### src/rtl/micro_ucr_pkg.sv
// Shared constants, state encoding and small helpers for the micro UCR miner.
// Pure declarations: no latency, no flow control.
package micro_ucr_pkg;

  localparam logic [7:0] H0_INIT = 8'h01;
  localparam logic [7:0] H1_INIT = 8'h89;
  localparam logic [7:0] H2_INIT = 8'hFE;

  localparam logic [7:0] K_LO = 8'h99;
  localparam logic [7:0] K_HI = 8'hA1;

  localparam int ROUNDS         = 32;
  localparam int K_SWITCH_ROUND = 16;

  localparam logic [4:0] ROUND_LAST = 5'(ROUNDS - 1);

  typedef logic [2:0] state_t;
  localparam state_t IDLE  = 3'd0;
  localparam state_t LOAD  = 3'd1;
  localparam state_t ROUND = 3'd2;
  localparam state_t CHECK = 3'd3;
  localparam state_t DONE  = 3'd4;

  // Window holds W[j..j+15]; this yields W[j+16] = W[j+13] | (W[j+7] ^ W[j+2]).
  function automatic logic [7:0] sched_next(input logic [7:0] w13,
                                            input logic [7:0] w7,
                                            input logic [7:0] w2);
    return w13 | (w7 ^ w2);
  endfunction

  function automatic logic [23:0] finish_hash(input logic [7:0] a,
                                              input logic [7:0] b,
                                              input logic [7:0] c);
    logic [7:0] h0;
    logic [7:0] h1;
    logic [7:0] h2;
    h0 = H0_INIT + a;
    h1 = H1_INIT + b;
    h2 = H2_INIT + c;
    return {h0, h1, h2};
  endfunction

endpackage

### src/rtl/micro_ucr_round.sv
// One compression round: next a/b/c from current a/b/c, schedule word and round index.
// Purely combinational; no handshake.
module micro_ucr_round
  import micro_ucr_pkg::*;
(
  input  logic [7:0] a,
  input  logic [7:0] b,
  input  logic [7:0] c,
  input  logic [7:0] w,
  input  logic [4:0] j,
  output logic [7:0] a_nxt,
  output logic [7:0] b_nxt,
  output logic [7:0] c_nxt
);

  logic       early;
  logic [7:0] k;
  logic [7:0] x;

  // Rounds 0..16 use the XOR mix with K_LO, the rest switch to OR with K_HI.
  assign early = (int'(j) <= K_SWITCH_ROUND);
  assign k     = early ? K_LO : K_HI;
  assign x     = early ? (a ^ b) : (a | b);

  assign a_nxt = b ^ c;
  assign b_nxt = {c[3:0], 4'h0};
  assign c_nxt = x + k + w;

endmodule

### src/rtl/micro_ucr_miner.sv
// Nonce search: per nonce LOAD(1) + ROUND(32) + CHECK(1) = 34 cycles, one-cycle DONE pulse.
// No backpressure: start is taken only in IDLE, stop aborts from LOAD/ROUND/CHECK.
module micro_ucr_miner
  import micro_ucr_pkg::*;
#(
  parameter logic [31:0] MAX_NONCE = 32'hFFFF_FFFF
) (
  input  logic        clk,
  input  logic        reset,
  input  logic        start,
  input  logic        stop,
  input  logic [95:0] block_in,
  input  logic [7:0]  target,
  output logic        busy,
  output logic        done,
  output logic        found,
  output logic [31:0] nonce_out,
  output logic [23:0] hash_out
);

  state_t           state;
  logic [95:0]      blk_q;
  logic [7:0]       tgt_q;
  logic [31:0]      nonce;
  logic [4:0]       rnd;
  logic [15:0][7:0] win;
  logic [7:0]       a;
  logic [7:0]       b;
  logic [7:0]       c;

  logic [7:0]       a_nxt;
  logic [7:0]       b_nxt;
  logic [7:0]       c_nxt;
  logic [23:0]      hash_now;
  logic             hit;
  logic             at_max;

  micro_ucr_round u_round (
    .a     (a),
    .b     (b),
    .c     (c),
    .w     (win[0]),
    .j     (rnd),
    .a_nxt (a_nxt),
    .b_nxt (b_nxt),
    .c_nxt (c_nxt)
  );

  assign hash_now = finish_hash(a, b, c);
  assign hit      = (hash_now[23:16] < tgt_q) && (hash_now[15:8] < tgt_q);
  assign at_max   = (nonce == MAX_NONCE);

  assign busy = (state != IDLE);
  assign done = (state == DONE);

  always_ff @(posedge clk) begin
    if (!reset) begin
      state     <= IDLE;
      blk_q     <= '0;
      tgt_q     <= '0;
      nonce     <= '0;
      rnd       <= '0;
      win       <= '0;
      a         <= '0;
      b         <= '0;
      c         <= '0;
      found     <= 1'b0;
      nonce_out <= '0;
      hash_out  <= '0;
    end else begin
      case (state)
        IDLE: begin
          if (start) begin
            blk_q <= block_in;
            tgt_q <= target;
            nonce <= '0;
            state <= LOAD;
          end
        end

        LOAD: begin
          if (stop) begin
            state <= IDLE;
          end else begin
            a   <= H0_INIT;
            b   <= H1_INIT;
            c   <= H2_INIT;
            rnd <= '0;
            for (int i = 0; i < 12; i++) begin
              win[i] <= blk_q[95 - 8*i -: 8];
            end
            win[12] <= nonce[31:24];
            win[13] <= nonce[23:16];
            win[14] <= nonce[15:8];
            win[15] <= nonce[7:0];
            state   <= ROUND;
          end
        end

        ROUND: begin
          if (stop) begin
            state <= IDLE;
          end else begin
            a   <= a_nxt;
            b   <= b_nxt;
            c   <= c_nxt;
            win <= {sched_next(win[13], win[7], win[2]), win[15:1]};
            rnd <= rnd + 5'd1;
            if (rnd == ROUND_LAST) begin
              state <= CHECK;
            end
          end
        end

        CHECK: begin
          // stop outranks a same-cycle hit, so it is tested first.
          if (stop) begin
            state <= IDLE;
          end else if (hit || at_max) begin
            found     <= hit;
            nonce_out <= nonce;
            hash_out  <= hash_now;
            state     <= DONE;
          end else begin
            nonce <= nonce + 32'd1;
            state <= LOAD;
          end
        end

        DONE: begin
          state <= IDLE;
        end

        default: begin
          state <= IDLE;
        end
      endcase
    end
  end

endmodule

### config.mk
export PLATFORM = sky130hd
export DESIGN_NAME = micro_ucr_miner
export DESIGN_NICKNAME = d
export VERILOG_FILES = /design/src/rtl/micro_ucr_pkg.sv /design/src/rtl/micro_ucr_round.sv /design/src/rtl/micro_ucr_miner.sv
export SDC_FILE = /design/constraint.sdc
export NUM_CORES = 1
export LEC_CHECK = 0
export ABC_AREA = 1
export CORE_UTILIZATION = 61
export DETAILED_ROUTE_END_ITERATION = 6
export PLACE_DENSITY_LB_ADDON = 0.15
export SYNTH_ARGS = -nofsm -noshare
export SYNTH_HDL_FRONTEND = slang
export SYNTH_SLANG_ARGS = --single-unit
export TNS_END_PERCENT = 30
### constraint.sdc
create_clock -name clk -period 5 [get_ports clk]
set_input_delay 1 -clock clk [delete_from_list [all_inputs] [get_ports clk]]
set_output_delay 1 -clock clk [all_outputs]
set_load 0.05 [all_outputs]
==> impl_metrics.ini, run 1 <==
[outcome]
status = complete, no violations

[drt]
wire_per_inst_um = 16.2
wl_mm = 40.9
vias_per_cell = 5.78
route.detailed.drc = 0
postRouteAntennaNets = 0
num_vias = 14600
firstDrtPassIters = 5
first_iter_violations = 1386

[worst_setup_path]
cp-startpoint = a[1]
start_kind = flop
path_max_fanout = 34
critPathKind = reg -> reg
worst_path_max_delay_cell = dfxtp_1
path_cells = inv_1, nor3_1, nand3_1, nor2_1, nand2_1, xor2_1, inv_1, ha_1, nand2_1, nor2_1, nand2_1, nand3_1, nand2_4, nand2_2, buf_4, nand2_1, a21oi_1
crit_required_ps = 5440
path_common_cell = nand2_1
arrival_ps = 3830
path_delay_family = simple AND/OR/NAND/NOR gates
endpoint_kind = flop
r2r-start = a[1]
slowest_delay_ps = 480
timing.critical_path.buf_inv = 3

[die]
die_h_um = 161
start_util_pct = 62.9
coreArea_um2 = 24600
io_pins = 167
fp-row-count = 57
dieArea_um2 = 26000
die_x_um = 161

[synthesis]
ys_seq_area_share_pct = 44.8
ys.flop_type = dfxtp_1
ys_types = 38
async_flop_share_pct = 0
netlist_area_um2 = 15500
synthCells = 2119
syn_area_per_cell_um2 = 7.30
synth_nets = 2267
ys_warn_count = 0
synth.ff_latch_count = 346
synth_edf_count = 0

[clock_network]
cts.repair.resized = 0
clk_latency_ps = 530
numCtsBuffers = 37
cts_tree = done
clock-root-buffer = clkbuf_16
cts_max_path_buffers = 3
cts-hold-fix-buffers = 0
cts_sinks = 346
cts_setup_buffers = 0
h-tree-depth = 2
path_clk_slew_ps = 60

[placed_design]
hpwlAfterDp_mm = 26.5
gp_congestion = 0.911
io_buffers = 165

[pwr]
ir_worst_vdd_mv = 0.260
leakagePower_uw = 0.00640
power.density_nw_per_um2 = 356

[timing]
slew_viol_final = 0
hold_violations = 0
period_minus_slack_ps = 3390
min_period_over_period_pct = 67.8
rsz0062_at_grt = false
tightest_slew_ps = 1150
setup_violations = 0
maxSlewHeadroom_pct = 23.3
worst_clock_skew_ps = 8.92
fmax_mhz = 295
setup_tns_ps = 0

[min_path]
hold_start = blk_q[35]
hold_path_class = reg -> reg

[global_routing]
grt_pass1_vias = 13300
grt_util_all_layers_pct = 31.4
grt_max_degree = 119
overflow = 0
antenna_found_initial = 0
grt_first_pass_wirelength_mm = 67.0

[layout]
layout-drive-gt1-share_pct = 4.00
area_growth_pct = 17.3
fin_nets = 2322
final_common_cell = nand2_1
postLayoutCoreUtil_pct = 73.7
n_antenna_cell = 0
final_cell_mix = nand2_1 (580), dfxtp_1 (346), a21oi_1 (212), nand3_1 (211), clkdlybuf4s50_1 (163)

[run]
maxCapViolCount = 0
synth_stat cells, types with 3 or more instances:
cell type	n	area, um^2
nand2_1	583	2190
xnor2_1	10	87.6
nor2_1	99	372
xor2_1	26	228
buf_6	3	33.8
dfxtp_1	346	6930
a21boi_0	4	30.0
a31oi_1	124	776
ha_1	36	450
clkbuf_1	115	432
o221ai_1	6	52.6
buf_4	3	22.5
a21oi_1	212	1060
nand4_1	4	25.0
buf_2	34	170
inv_1	84	315
o21ai_0	151	756
a221oi_1	3	26.3
buf_1	8	30.0
nand3_1	211	1060
nor3_1	10	50.1
nand2_2	6	37.5
fa_1	4	80.1
a21o_1	8	60.1
nor3b_1	4	30.0
o211ai_1	5	37.5
per-layer routing:
layer  wire [um]  up-vias  global-route usage [%]
met1       18300     6727                    43.4
li1            -     7243                       -
met5           0        -                       0
met3        2610       87                    3.83
met2       18900      526                    50.4
met4        1200        0                    11.6
worst register-to-register path, delay by kind of cell, from the launching register on:
| family | cells | cell delay [ps] |
|---|---|---|
| AND/OR/NAND/NOR | 11 | 1630 |
| buffers and inverters | 3 | 600 |
| flip-flops | 1 | 480 |
| adder cells (fa/ha/maj) | 1 | 330 |
| AO/OA/AOI/OAI | 1 | 150 |
| XOR/XNOR | 1 | 130 |
final timing paths:
path	endpoint	slack (ps)	cells after the start
setup reg to reg	nonce_out[14]	1610	17
hold reg to reg	blk_q[35]	460	2
setup / recovery	nonce_out[14]	1610	17
hold / removal	blk_q[35]	460	2
per-stage QoR:
step / instance area (um^2) / total power, uW / hold slack (ps) / worst slack (ps) / std cells
2_1_floorplan: 15500 / 3680 / 441 / 2150 / 2119
3_3_place_gp: 17000 / 3910 / 448 / 1730 / 2459
3_5_place_dp: 17000 / 3930 / 452 / 1630 / 2459
4_1_cts: 18100 / 6470 / 461 / 1610 / 2523
5_1_grt: 18100 / 6720 / 473 / 1230 / 2523
6_report: 18100 / 6450 / 459 / 1610 / 2523
power by group:
part	internal (uW)	switching [uW]	leakage, uW
clock	1470	1100	0.000556
combinational	304	530	0.00302
sequential	2940	117	0.00282
sequential cells by signal, indices dropped and copies added (netlist names):
signal	cells
win	128
blk_q	96
nonce	32
nonce_out	32
hash_out	22
a	8
c	8
tgt_q	8
rnd	5
b	3
state	3
found	1
cell families after synthesis:
logic type	Yosys count	synth area share [%]
buffers and inverters	251	6.59
and+or+nand+nor	927	24.8
AOI/OAI and AO/OA	518	18.3
other	1	0.0242
xor gates and xnor gates	36	2.04
adders and majority gates	40	3.43
DFF	346	44.8
final cells by class:
| cell class | count | area (um^2) |
|---|---|---|
| clock buffer | 55 | 1050 |
| clock inverter | 9 | 75.1 |
| fill | 2036 | 6470 |
| inverter | 88 | 337 |
| multi-input combinational | 1522 | 7550 |
| sequential | 346 | 6930 |
| tap | 324 | 405 |
| timing repair buffer | 179 | 1790 |
No activity file was read; power rests on OpenSTA's default activity.
==> inputs of run 2 (changes only) <==
--- a/config.mk
+++ b/config.mk
@@ -6,7 +6,7 @@
 export NUM_CORES = 1
 export LEC_CHECK = 0
 export ABC_AREA = 1
-export CORE_UTILIZATION = 61
+export CORE_UTILIZATION = 51
 export DETAILED_ROUTE_END_ITERATION = 6
 export PLACE_DENSITY_LB_ADDON = 0.15
 export SYNTH_ARGS = -nofsm -noshare
==> constraint.sdc (replaced) <==
create_clock -name clk -period 2.8 [get_ports clk]
set_input_delay 0.56 -clock clk [delete_from_list [all_inputs] [get_ports clk]]
set_output_delay 0.56 -clock clk [all_outputs]
set_load 0.05 [all_outputs]
==> run 2 against run 1 <==
Count of clock-buffer cells in the layout did not move. Largest power group unchanged. Wire length rose by 5.6%. Core utilization fell by 9.4 points. Via count rose by 1.9%. Cell area rose by 5.3%. Critical path depth rose by 3. Final cell count rose by 5.4%. Critical path type unchanged. Hold slack barely moved. Sequential share of layout area fell by 1.9 points. Clock skew rose by 3.7 ps.
==> impl_metrics.ini, run 2 (synthesis gave the netlist of run 1 again) <==
[drt]
vias_per_cell = 5.59
first_iter_violations = 1033
wire_per_inst_um = 16.3
wl_mm = 43.2
postRouteAntennaNets = 0
num_vias = 14900
firstDrtPassIters = 5
route.detailed.drc = 0

[layout]
postLayoutCellArea_um2 = 19100
final_cell_mix = nand2_1 (579), dfxtp_1 (341), nand3_1 (207), a21oi_1 (207), clkdlybuf4s50_1 (162)
ff_latch_area_um2 = 6930
fin_nets = 2389
n_antenna_cell = 0
final_common_cell = nand2_1
layout-drive-gt1-share_pct = 8.20
area_growth_pct = 23.5
largestRegisters = win: 128 flops, blk_q: 96 flops
fill_cells = 2611
multi_input_area_um2 = 7710
stdcell_count = 2658
postLayoutCoreUtil_pct = 64.3
largest_reg_flops = 128
top_register = win

[timing]
period_minus_slack_ps = 2690
worst_clock_skew_ps = 12.7
setup_violations = 0
tightest_slew_ps = 726
hold_violations = 0
slew_viol_final = 0
holdWs_ps = 459
maxSlewHeadroom_pct = 51.6
fmax_mhz = 371
min_period_over_period_pct = 96.2

[outcome]
status = complete, no violations

[pwr]
power.density_nw_per_um2 = 619
ir_worst_vdd_mv = 0.387
leakagePower_uw = 0.00689

[worst_setup_path]
arrival_ps = 3100
endpoint_kind = flop
path_delay_family = adder cells
path_max_fanout = 6
timing.critical_path.buf_inv = 5
path_cells = inv_1, ha_1, nand3_1, nand2_2, inv_4, buf_4, nand2_1, o21ai_2, ha_2, inv_1, ha_2, fa_2, nand3_2, nand3_2, nand2_1, nand2_1, a21oi_2, nor2_1, o21bai_1, inv_1
start_kind = flop
slowest_delay_ps = 420
worst_path_max_delay_cell = fa_2
critPathKind = reg -> reg
crit_required_ps = 3200

[min_path]
hold_path_class = reg -> reg

[global_routing]
grt_first_pass_wirelength_mm = 69.1
antenna_found_initial = 0
grt_util_all_layers_pct = 27.0
grt_pass1_vias = 13600
overflow = 0
grt_max_degree = 151

[clock_network]
clock-root-buffer = clkbuf_16
cts-hold-fix-buffers = 0
cts_tree = done
cts_sinks = 346
h-tree-depth = 2
cts_max_path_buffers = 3
clk_latency_ps = 520
path_clk_slew_ps = 60
numCtsBuffers = 36

[die]
die_h_um = 176
die_x_um = 176
dieArea_um2 = 31000
start_util_pct = 52.0
coreArea_um2 = 29700
fp-row-count = 63
io_pins = 167

[run]
maxCapViolCount = 0

[placed_design]
gp_congestion = 0.958
dpl-instance-area_um2 = 17600
io_buffers = 165
dp.cells = 2582
hpwlAfterDp_mm = 28.5
==> run 2: cell types whose count changed in the layout (fill, tap and decap cells not counted), sizes merged <==
cell,change
clkdlybuf4s50,-1
nand2,+1
dlymetal6s2s,+1
bufinv,+1
buf,+64
clkinv,-1
clkbuf,+3
inv,+1
==> run 2: worst paths after layout <==
path | start | end | slack [ps] | cells past startpoint
worst max-delay path | rnd[1] | c[7] | 110 | 20
worst min-delay path | blk_q[55] | blk_q[55] | 460 | 2
worst max register to register | rnd[1] | c[7] | 110 | 20
worst min register to register | blk_q[55] | blk_q[55] | 460 | 2
==> run 2: repair_timing <==
action	4_1_cts	5_1_grt
hold endpoints to repair	0	0
pin swaps	0	22
gates resized for setup	6	40
gates cloned	0	5
endpoints found under the setup margin	39	90
buffers inserted	0	6
==> run 2: layout make-up <==
cell class / count / area share, %
Inverter: 88 / 1.78
Clock inverter: 10 / 0.432
Sequential cell: 346 / 36.3
Clock buffer: 55 / 5.57
Timing Repair Buffer: 246 / 13.0
Multi-Input combinational cell: 1523 / 40.4
Tap cell: 390 / 2.56
==> run 2: tightest hold or removal path, cell delays in order, from the launching register on <==
cell	delay (ps)
dfxtp_1	310
nand2_1	60
a21oi_1	50
==> run 2: where the power goes <==
part	leakage, uW	switching, uW	internal, uW
Combinational	0.00349	1040	683
Sequential	0.00282	202	5250
Clock	0.000570	1930	2720
Total	0.00689	3180	8650
==> run 2: metrics by stage <==
| step | worst slack, ps | total power, uW | TNS, ps |
|---|---|---|---|
| after floorplan | 25.4 | 6570 | 0 |
| after global placement | -23.0 | 7070 | -23.0 |
| after detailed placement | -140 | 7110 | -3700 |
| after CTS | 15.0 | 11700 | 0 |
| after global routing | -31.7 | 12300 | -95.1 |
| final | 106 | 11800 | 0 |
==> run 2: metal layers <==
metal | vias to the layer above | wire [um] | global-route usage, %
li1 | 7386 | - | -
met1 | 6926 | 19900 | 38.1
met2 | 489 | 20300 | 43.9
met3 | 60 | 2260 | 3.10
met4 | 0 | 807 | 6.67
met5 | - | 0 | 0
